File: src/rtl/sdram_arb_pkg.sv
// -----------------------------------------------------------------------------
// sdram_arb_pkg
// Shared types and constants for the SDRAM port arbiter.
//   state_t    : arbiter FSM states
//   port_idx_t : requester index (wide enough for up to 4 ports)
//   AW_DEFAULT, DW, REFRESH_IDLE_DEFAULT : default widths / idle threshold
//   next_port(): round-robin successor of a port index
// -----------------------------------------------------------------------------
package sdram_arb_pkg;

    localparam int AW_DEFAULT           = 25;
    localparam int DW                   = 16;
    localparam int REFRESH_IDLE_DEFAULT = 192;
    localparam int PORT_IDX_W           = 2;

    typedef logic [PORT_IDX_W-1:0] port_idx_t;

    typedef enum logic [1:0] {
        IDLE,
        ISSUE,
        WAIT_BUSY,
        WAIT_DONE
    } state_t;

    // Successor of p in a ring of n ports.
    function automatic port_idx_t next_port(input port_idx_t p, input int n);
        if (int'(p) >= n - 1) return '0;
        return p + 1'b1;
    endfunction

endpackage

File: src/rtl/sdram_arb_rr.sv
// -----------------------------------------------------------------------------
// sdram_arb_rr
// Combinational round-robin picker: first pending port at or above ptr,
// wrapping to port 0.
//   pend     in  NUM_PORTS  pending request vector
//   ptr      in  port index where the search starts
//   winner   out port index of the selected requester (0 when none pending)
//   any_pend out at least one port is pending
// -----------------------------------------------------------------------------
module sdram_arb_rr
    import sdram_arb_pkg::*;
#(
    parameter int NUM_PORTS = 3
) (
    input  logic [NUM_PORTS-1:0] pend,
    input  port_idx_t            ptr,
    output port_idx_t            winner,
    output logic                 any_pend
);

    logic [2*NUM_PORTS-1:0] pend2;
    logic [2*NUM_PORTS-1:0] rot;
    logic                   found;
    int                     idx;

    // Doubling the vector turns the wrap-around search into a plain
    // shift followed by a lowest-set-bit search.
    assign pend2 = {pend, pend};
    assign rot   = pend2 >> ptr;

    // NOTE: every variable written here gets a default first, so no path
    // leaves one unassigned and no latch is inferred.
    always_comb begin
        winner   = '0;
        found    = 1'b0;
        idx      = 0;
        any_pend = |pend;
        for (int k = 0; k < NUM_PORTS; k++) begin
            if (!found && rot[k]) begin
                found = 1'b1;
                idx   = int'(ptr) + k;
                if (idx >= NUM_PORTS) idx = idx - NUM_PORTS;
                winner = port_idx_t'(idx);
            end
        end
    end

endmodule

File: src/rtl/sdram_arbiter.sv
// -----------------------------------------------------------------------------
// sdram_arbiter
// Shares one SDRAM controller port among NUM_PORTS requesters with a
// round-robin grant, level requests and a one-cycle ack per access.
//   req_rd/req_wr/req_word/req_addr/req_din : per-port request (held to ack)
//   req_dout / req_ack                      : per-port read data and ack pulse
//   mem_addr/mem_rd/mem_wr/mem_word/mem_din : controller command (edge strobes)
//   mem_dout / mem_busy                     : controller read data and busy
//   grant                                   : current / last granted port
// Optional: define SDRAM_ARB_REFRESH_EN to issue a keep-alive read of the
// last address after REFRESH_IDLE idle cycles.
// -----------------------------------------------------------------------------
module sdram_arbiter
    import sdram_arb_pkg::*;
#(
    parameter int NUM_PORTS    = 3,
    parameter int AW           = AW_DEFAULT,
    parameter int REFRESH_IDLE = REFRESH_IDLE_DEFAULT
) (
    input  logic                          clk,
    input  logic                          rst_n,
    input  logic [NUM_PORTS-1:0]          req_rd,
    input  logic [NUM_PORTS-1:0]          req_wr,
    input  logic [NUM_PORTS-1:0]          req_word,
    input  logic [NUM_PORTS-1:0][AW-1:0]  req_addr,
    input  logic [NUM_PORTS-1:0][DW-1:0]  req_din,
    output logic [NUM_PORTS-1:0][DW-1:0]  req_dout,
    output logic [NUM_PORTS-1:0]          req_ack,
    output logic [AW-1:0]                 mem_addr,
    output logic                          mem_rd,
    output logic                          mem_wr,
    output logic                          mem_word,
    output logic [DW-1:0]                 mem_din,
    input  logic [DW-1:0]                 mem_dout,
    input  logic                          mem_busy,
    output logic [$clog2(NUM_PORTS)-1:0]  grant
);

    localparam int GW = $clog2(NUM_PORTS);

    state_t                         state_q, state_d;
    logic [AW-1:0]                  mem_addr_q, mem_addr_d;
    logic [DW-1:0]                  mem_din_q, mem_din_d;
    logic                           mem_word_q, mem_word_d;
    logic                           mem_rd_q, mem_rd_d;
    logic                           mem_wr_q, mem_wr_d;
    logic                           we_q, we_d;
    port_idx_t                      grant_q, grant_d;
    port_idx_t                      ptr_q, ptr_d;
    logic [NUM_PORTS-1:0]           ack_q, ack_d;
    logic [NUM_PORTS-1:0][DW-1:0]   dout_q, dout_d;

    logic [NUM_PORTS-1:0]           pend;
    port_idx_t                      winner;
    logic                           any_pend;
    logic                           own_access;

`ifdef SDRAM_ARB_REFRESH_EN
    localparam int                  CNT_W = $clog2(REFRESH_IDLE + 1);
    localparam logic [CNT_W-1:0]    CNT_LAST = CNT_W'(REFRESH_IDLE - 1);
    logic [CNT_W-1:0]               idle_cnt_q, idle_cnt_d;
    logic                           is_refresh_q, is_refresh_d;
    assign own_access = !is_refresh_q;
`else
    assign own_access = 1'b1;
`endif

    assign pend = req_rd | req_wr;

    sdram_arb_rr #(.NUM_PORTS(NUM_PORTS)) u_rr (
        .pend     (pend),
        .ptr      (ptr_q),
        .winner   (winner),
        .any_pend (any_pend)
    );

    always_comb begin
        state_d    = state_q;
        mem_addr_d = mem_addr_q;
        mem_din_d  = mem_din_q;
        mem_word_d = mem_word_q;
        mem_rd_d   = mem_rd_q;
        mem_wr_d   = mem_wr_q;
        we_d       = we_q;
        grant_d    = grant_q;
        ptr_d      = ptr_q;
        ack_d      = '0;
        dout_d     = dout_q;
`ifdef SDRAM_ARB_REFRESH_EN
        idle_cnt_d   = idle_cnt_q;
        is_refresh_d = is_refresh_q;
`endif

        unique case (state_q)
            IDLE: begin
                // mem_busy=0 also covers an access left running by a reset.
                if (any_pend && !mem_busy) begin
                    for (int i = 0; i < NUM_PORTS; i++) begin
                        if (port_idx_t'(i) == winner) begin
                            mem_addr_d = req_addr[i];
                            mem_din_d  = req_din[i];
                            mem_word_d = req_word[i];
                            we_d       = req_wr[i];
                        end
                    end
                    grant_d = winner;
                    state_d = ISSUE;
`ifdef SDRAM_ARB_REFRESH_EN
                    is_refresh_d = 1'b0;
                    // A request colliding with the trigger keeps the count so
                    // the keep-alive follows right after this access.
                    if (idle_cnt_q != CNT_LAST) idle_cnt_d = '0;
`endif
                end
`ifdef SDRAM_ARB_REFRESH_EN
                else if (!any_pend) begin
                    if (idle_cnt_q == CNT_LAST) begin
                        if (!mem_busy) begin
                            // Re-read the last address; mem_addr/word/din keep
                            // their latched values.
                            we_d         = 1'b0;
                            is_refresh_d = 1'b1;
                            idle_cnt_d   = '0;
                            state_d      = ISSUE;
                        end
                    end else begin
                        idle_cnt_d = idle_cnt_q + 1'b1;
                    end
                end
`endif
            end

            ISSUE: begin
                mem_rd_d = ~we_q;
                mem_wr_d = we_q;
                state_d  = WAIT_BUSY;
            end

            WAIT_BUSY: begin
                // Dropping the strobe as soon as busy is seen guarantees a
                // low cycle before the next rising edge.
                if (mem_busy) begin
                    mem_rd_d = 1'b0;
                    mem_wr_d = 1'b0;
                    state_d  = WAIT_DONE;
                end
            end

            WAIT_DONE: begin
                if (!mem_busy) begin
                    if (own_access) begin
                        for (int i = 0; i < NUM_PORTS; i++) begin
                            if (port_idx_t'(i) == grant_q) begin
                                if (!we_q) dout_d[i] = mem_dout;
                                ack_d[i] = 1'b1;
                            end
                        end
                        ptr_d = next_port(grant_q, NUM_PORTS);
                    end
                    state_d = IDLE;
                end
            end

            default: state_d = IDLE;
        endcase
    end

    // NOTE: state registers update with non-blocking assignments so every
    // flop samples the pre-edge value of every other flop.
    always_ff @(posedge clk) begin
        if (!rst_n) begin
            state_q    <= IDLE;
            mem_addr_q <= '0;
            mem_din_q  <= '0;
            mem_word_q <= 1'b0;
            mem_rd_q   <= 1'b0;
            mem_wr_q   <= 1'b0;
            we_q       <= 1'b0;
            grant_q    <= '0;
            ptr_q      <= '0;
            ack_q      <= '0;
            // NOTE: the read-data bank is a handful of registers, not a RAM,
            // so it is cleared on reset like any other state.
            dout_q     <= '0;
        end else begin
            state_q    <= state_d;
            mem_addr_q <= mem_addr_d;
            mem_din_q  <= mem_din_d;
            mem_word_q <= mem_word_d;
            mem_rd_q   <= mem_rd_d;
            mem_wr_q   <= mem_wr_d;
            we_q       <= we_d;
            grant_q    <= grant_d;
            ptr_q      <= ptr_d;
            ack_q      <= ack_d;
            dout_q     <= dout_d;
        end
    end

`ifdef SDRAM_ARB_REFRESH_EN
    always_ff @(posedge clk) begin
        if (!rst_n) begin
            idle_cnt_q   <= '0;
            is_refresh_q <= 1'b0;
        end else begin
            idle_cnt_q   <= idle_cnt_d;
            is_refresh_q <= is_refresh_d;
        end
    end
`endif

    assign mem_addr = mem_addr_q;
    assign mem_din  = mem_din_q;
    assign mem_word = mem_word_q;
    assign mem_rd   = mem_rd_q;
    assign mem_wr   = mem_wr_q;
    assign req_ack  = ack_q;
    assign req_dout = dout_q;
    assign grant    = grant_q[GW-1:0];

endmodule
File: config.mk
export PLATFORM = sky130hd
export DESIGN_NAME = sdram_arbiter
export DESIGN_NICKNAME = d
export VERILOG_FILES = /design/src/rtl/sdram_arb_pkg.sv /design/src/rtl/sdram_arb_rr.sv /design/src/rtl/sdram_arbiter.sv
export SDC_FILE = /design/constraint.sdc
export NUM_CORES = 1
export LEC_CHECK = 0
export ABC_AREA = 1
export BUFFER_PORTS_ARGS = -buffer_cell sky130_fd_sc_hd__buf_4
export CAP_MARGIN = 20
export CORE_ASPECT_RATIO = 1.1
export CORE_UTILIZATION = 35
export DETAILED_ROUTE_END_ITERATION = 6
export PLACE_DENSITY = 0.64
export REMOVE_ABC_BUFFERS = 1
export SLEW_MARGIN = 20
export SYNTH_ARGS = -nofsm -noshare
export SYNTH_HDL_FRONTEND = slang
export SYNTH_HIERARCHICAL = 1
export SYNTH_SLANG_ARGS = --single-unit
File: constraint.sdc
create_clock -name clk -period 2.4 [get_ports clk]
set_input_delay 0.24 -clock clk [delete_from_list [all_inputs] [get_ports clk]]
set_output_delay 0.24 -clock clk [all_outputs]
set_load 0.03 [all_outputs]
## Yosys cells after proc, flatten, opt, wreduce, memory -nomap -nowiden

Cells that the tools add are included.

- Flip-flop bits (word level): 102
- Bits of input ports: 151
- Word-level logic and storage cells: 95

- Add/sub/neg operators: 6
- $lt $le $gt $ge: 4
- Equality and inequality tests: 10
- Shift-type cells: 1
- Mux-type cells: 35
- Bitwise gates (word level): 5
- Reduce and logical (&&, ||, !) cells: 21

Operators by type and width:

| cell | number |
|---|---|
| 25-bit two-way mux | 3 |
| 16-bit two-way mux | 3 |
| 2-bit two-way mux | 11 |
| 1-bit two-way mux | 15 |
| 4-bit AND reduction | 3 |
| 2-bit case mux with 4 select lines | 1 |
| 3-bit by 2-bit >= comparator with 1-bit output, second input constant | 2 |
| 2-bit logical NOT | 3 |
| 2-bit inequality test, second input constant | 3 |
| 2-bit AND reduction | 3 |
| 3-bit AND reduction | 2 |
| 3-bit OR reduction | 2 |
| 6-bit by 2-bit >> shifter with 3-bit output | 1 |
| 1-bit by 2-bit == test with 1-bit output, first input constant | 2 |
| 2-bit == test, first input constant | 2 |
| 2-bit == test, second input constant | 2 |
| 2-bit >= comparator, second input constant | 2 |
| 1-bit NOT | 4 |
| 1-bit case mux with 2 select lines | 2 |
| 2-bit by 1-bit subtractor with 2-bit output, second input constant | 2 |
| 2-bit by 1-bit adder with 3-bit output, second input constant | 1 |
| 2-bit by 2-bit adder with 3-bit output, second input constant | 1 |
| 1-bit logical AND | 3 |
| 1-bit logical NOT | 3 |
| other kinds (6) | 6 |

## Depth between registers and ports, before layout

- Word-level depth: 13
- Mapped depth: 17

## Hierarchy

The synthesis kept the hierarchy.

By module, submodules not included:

| module | instances | cells an instance | area an instance (um2) | seq. area each (um2) |
|---|---|---|---|---|
| sdram_arbiter | 1 | 780 | 5,027.3 | 2,042.0 |
| sdram_arb_rr | 1 | 42 | 226.5 | 0.0 |

## Worst setup path before layout

OpenSTA, ideal clock, no wires.

- Path kind: input -> register
- Start point: input port req_wr[0]
- End point: register mem_addr_q[1], in the netlist mem_addr[1]
- Library setup time: 119 ps
- Data arrival time: 1,771 ps
- Required time: 2,281 ps
- Setup slack: 510 ps
- Cell stages on the path: 14
- Path through: or2_2 > nand2_1 > nand3_2 > nand2_2 > nand3_1 > nand2_1 > inv_1 > nand2_1 > inv_2 > nand2_2 > buf_1 > nand3_1 > nand2_1 > a21oi_1

- Longest elaborated chain between the ends: 12
- Elaborated cells on any way between the ends: 20

Ends and longest elaborated chain:

| what | line | text |
|---|---|---|
| start: declaration | sdram_arbiter.sv:23 | `input logic [NUM_PORTS-1:0] req_wr,` |
| 3-bit bitwise OR * | sdram_arbiter.sv:68 | `assign pend = req_rd \| req_wr;` |
| 6-bit by 2-bit >> shifter with 3-bit output * | sdram_arb_rr.sv:29 | `assign rot = pend2 >> ptr;` |
| 1-bit two-way mux | sdram_arb_rr.sv:39 | `if (!found && rot[k]) begin` |
| 1-bit logical NOT | sdram_arb_rr.sv:39 |  |
| 1-bit logical AND | sdram_arb_rr.sv:39 |  |
| 1-bit two-way mux | sdram_arb_rr.sv:39 |  |
| 1-bit logical NOT | sdram_arb_rr.sv:39 |  |
| 1-bit logical AND | sdram_arb_rr.sv:39 |  |
| 2-bit two-way mux * | sdram_arb_rr.sv:39 |  |
| net winner[0] | sdram_arbiter.sv:54 | `port_idx_t winner;` |
| 1-bit by 2-bit == test with 1-bit output (tied with other cells) | sdram_arbiter.sv:99 | `if (port_idx_t'(i) == winner) begin` |
| 3-bit nonzero test (no source line) or 25-bit two-way mux (tied branches) | n/a |  |
| 3-bit AND reduction (no source line) or 25-bit two-way mux (tied branches) | n/a |  |
| end signal: assignment | sdram_arbiter.sv:187 | `mem_addr_q <= mem_addr_d;` |
| end: declaration | sdram_arbiter.sv:42 | `logic [AW-1:0] mem_addr_q, mem_addr_d;` |

Mark *: on every way through the listed nets, which the timed path passes. The rest lies on a longest branch.
A chain may end at the register's enable or synchronous reset.

## Worst setup path in the final report

- Start point: register ptr_q[0]
- End point: register mem_addr_q[15], in the netlist mem_addr[15]

- Longest elaborated chain between the ends: 11
- Elaborated cells on any way between the ends: 28

Ends and longest elaborated chain:

| what | line | text |
|---|---|---|
| start: declaration | sdram_arbiter.sv:49 | `port_idx_t ptr_q, ptr_d;` |
| start signal: assignment | sdram_arbiter.sv:194 | `ptr_q <= ptr_d;` |
| parallel branches: the longest is 7 deep, another holds 2-bit by 1-bit adder with 3-bit output | n/a |  |
| 2-bit two-way mux * | sdram_arb_rr.sv:39 |  |
| net winner[0] | sdram_arbiter.sv:54 |  |
| 1-bit by 2-bit == test with 1-bit output (tied with other cells) | sdram_arbiter.sv:99 |  |
| 3-bit nonzero test (no source line) or 25-bit two-way mux (tied branches) | n/a |  |
| 3-bit AND reduction (no source line) or 25-bit two-way mux (tied branches) | n/a |  |

Mark *: on every way through the listed nets, which the timed path passes.

==> impl_summary.log <==
[metrics] Sequential Area: 2040 um2
[metrics] post-synthesis sequential area ratio: between 30% and 40%
[metrics] final core area utilization: 52.6%
[metrics] TritonCTS clock tree: built
[metrics] number of buffers inserted by port buffering: 247
[metrics] most frequently used cell type in the post-synthesis netlist: sky130_fd_sc_hd__nand2_1
[metrics] final antenna-violating net count: 0
[metrics] number of violations of the max-capacitance limit: 0
[metrics] final estimated routing congestion in global placement: 0.811
[metrics] flip-flop and latch count after synthesis: 102
[metrics] width of the die: 119 um
[metrics] reported leakage power: 4.00 nW
[metrics] Iteration-0 DRC Markers: approximately 320
[metrics] post-layout min period: about 2200 ps
[metrics] post-detail-place hpwl: about 12000 um
[metrics] wire length per cell after detailed routing: 13.3 um
[metrics] worst-case clock skew: 7.25 ps
[metrics] area overhead of the layout relative to synthesis: 45.7%
[metrics] clock-pin slew reported for the worst setup and hold paths after clock tree synthesis: 70 ps
[metrics] global-route wire length before repair: 26800 um
[metrics] count of flip-flops with a built-in enable after synthesis: 0
[metrics] average cell area after synthesis: ~6.4 um2
[metrics] total global routing overflow: 0
[metrics] TritonCTS buffer count: 9
[metrics] worst setup path class: reg -> reg
[metrics] number of antenna violations at the first check in global routing: 0
[metrics] Warnings, synthesis: 6
[metrics] initial core utilization: 36.1%
[metrics] Total Die Area: around 16000 um2
[metrics] cell row count: 46
[metrics] Slew headroom: between 70% and 80%
[metrics] worst-case setup margin in the final layout: around 220 ps
[metrics] total via count in the routed design: 5769
[metrics] setup repair after global routing missed its margin: false
[metrics] Max Slew Vio Count: 0
[metrics] sort of element at the start of the critical path: flip-flop
[metrics] outcome: completed
[metrics] number of global-route vias before repair: ~5400
[metrics] DRC violations left: 0
[metrics] setup violation total in the final timing report: 0
[metrics] cell count after synthesis: 822
[metrics] Max IR drop VDD: between 0.0003 and 0.0004 V
[metrics] post-DR vias/cell: 4.61
[metrics] Hold Violations, Final: 0
[metrics] maximum fanout along the worst path: 22
[metrics] required time worst endpoint: 2630 ps
[metrics] number of H-tree levels: 3
[metrics] Synth area leader: sky130_fd_sc_hd__dfxtp_1
[metrics] Clock Tree Buf Depth: 2
[metrics] library cells used by synthesis: 24
[metrics] fraction of synthesized cell area taken by the top area cell type: 38.9%
[metrics] ranking of synthesized cells by instance count: 239 x sky130_fd_sc_hd__nand2_1, 106 x sky130_fd_sc_hd__inv_1, 102 x sky130_fd_sc_hd__dfxtp_1
[metrics] clk root buf: sky130_fd_sc_hd__clkbuf_16
[metrics] Critical Path Sink Type: flip-flop
[metrics] area occupied by multi-input gates: about 2600 um2
[metrics] Post-CTS Resized: 0
[metrics] predominant post-synthesis flop cell: sky130_fd_sc_hd__dfxtp_1
[metrics] Die Y-Extent: approximately 130 um
[metrics] Worst Setup Slack post-DPL: 215 ps
[metrics] Syn Std Cell Area: between 5000 and 6000 um2
[metrics] WL final: 16700 um
[metrics] Initial DRT Pass Iterations: 5
[metrics] transition time at the pin with the least slew margin: approximately 440 ps
[metrics] share of the cycle needed by the critical path after routing: 90.7%
[metrics] Sinks on Clock Net: 102
[metrics] Tightest Hold Check Type: in -> reg
[metrics] post-route total power: 6.58 mW
[metrics] Tot GR Track Use: 21.7%
[metrics] clock latency on the worst-skew pair: 350 ps
[metrics] smallest hold slack: between 150 and 200 ps
[metrics] number of top-level pins: 248
[metrics] number of hold-repair buffers added at the cts stage: 0
[metrics] maximum number of pins on one net before global-route repair: 41
[metrics] fraction of layout cells with a size suffix above 1: roughly 29%
[metrics] highest clock rate: 0.460 GHz
[metrics] cell types occupying the most area after synthesis: sky130_fd_sc_hd__dfxtp_1 39%, sky130_fd_sc_hd__nand2_1 17%, sky130_fd_sc_hd__nand3_1 7.9%
[metrics] post-CTS setup buffer count: 0
[metrics] # fillers: 1525
[metrics] nets@finish: about 1200
[metrics] Core Footprint: 14600 um2
[metrics] Diodes inserted: 0
[metrics] pwr/cell area: 860 nW/um2
[metrics] asr flop ratio synth: 0%
[metrics] worst endpoint data arrival time: 2400 ps
cell usage in the layout, fill, tap and decap left out, types with 2 or more instances in the layout:
cell type	count
sky130_fd_sc_hd__or2_2	3
sky130_fd_sc_hd__ha_1	9
sky130_fd_sc_hd__nand2_2	4
sky130_fd_sc_hd__nand3_2	5
sky130_fd_sc_hd__o22ai_1	2
sky130_fd_sc_hd__dfxtp_1	102
sky130_fd_sc_hd__inv_1	106
sky130_fd_sc_hd__clkinv_2	2
sky130_fd_sc_hd__nand4_1	2
sky130_fd_sc_hd__nand3_1	83
sky130_fd_sc_hd__nand2_1	239
sky130_fd_sc_hd__buf_4	261
sky130_fd_sc_hd__nor3_1	2
sky130_fd_sc_hd__inv_2	7
sky130_fd_sc_hd__o21ai_0	51
sky130_fd_sc_hd__buf_12	7
sky130_fd_sc_hd__a21oi_1	64
sky130_fd_sc_hd__nor2_1	85
sky130_fd_sc_hd__clkbuf_16	9
sky130_fd_sc_hd__nor2_2	2
sky130_fd_sc_hd__o21ai_1	8
sky130_fd_sc_hd__nand4_4	2
registers in the layout (all words and copies together), names as in the netlist:
name,flops
grant,2
mem_addr,25
mem_din,16
mem_rd,1
mem_word,1
mem_wr,1
ptr_q,2
req_ack,3
req_dout,48
state_q,2
we_q,1
worst paths after layout:
kind	end	start	depth (start not counted)	slack (ps)
worst min register to register	req_dout[6]	req_dout[6]	2	440
worst max register to register	mem_addr[15]	ptr_q[0]	11	220
worst min-delay path	req_dout[47]	mem_dout[15]	3	160
worst max-delay path	mem_addr[15]	ptr_q[0]	11	220
cell families (layout without fill, tap and decap cells):
| group | count (synthesis) | after routing | synth area share [%] |
|---|---|---|---|
| adder cells (fa/ha/maj) | 9 | 9 | 2.14 |
| flip-flops | 102 | 102 | 38.9 |
| AND/OR/NAND/NOR | 428 | 428 | 34.5 |
| AO/OA/AOI/OAI | 125 | 125 | 12.0 |
| buffers and inverters | 158 | 396 | 12.5 |
area by class of cell:
| cell class | count | share of cell area, % |
|---|---|---|
| clock buffers | 10 | 3.12 |
| clock inverters | 5 | 0.752 |
| flip-flops and latches | 102 | 26.7 |
| well taps | 192 | 3.14 |
| multi-input cells | 562 | 33.4 |
| inverters | 113 | 5.54 |
| repair buffers | 268 | 27.4 |
layer usage:
metal / GRT usage, % / part of all wire (%) / up-vias
met5: 0 / 0 / -
met4: 6.63 / 1.5 / 0
met3: 5.12 / 6.7 / 18
met2: 37.9 / 48 / 170
met1: 26.6 / 44 / 2561
li1: - / - / 3020
metrics by stage:
stage               TNS [ps]  cells  instance area [um2]
floorplan             -24680    777                 5020
global placement           0   1237                 7360
detailed placement         0   1237                 7360
CTS                        0   1252                 7660
global route               0   1252                 7660
finish                     0   1252                 7660
where the power goes:
group	leakage (nW)	switching, mW	internal, mW
Combinational	3.02	1.80	1.14
Clock	0.149	0.650	0.834
Sequential	0.832	0.177	1.98
Total	4.00	2.63	3.95
critical path, cell delays in order (launching register included):
cell                      delay, ps
sky130_fd_sc_hd__dfxtp_1        500
sky130_fd_sc_hd__inv_2          130
sky130_fd_sc_hd__ha_1           330
sky130_fd_sc_hd__nand3_1         90
sky130_fd_sc_hd__nand2_1         50
sky130_fd_sc_hd__inv_1           50
sky130_fd_sc_hd__nand2_1        110
sky130_fd_sc_hd__nand2_1        150
sky130_fd_sc_hd__inv_1           80
sky130_fd_sc_hd__nor2_4         140
sky130_fd_sc_hd__buf_4          300
sky130_fd_sc_hd__a21oi_1        120
No activity file was read; power rests on OpenSTA's default activity.
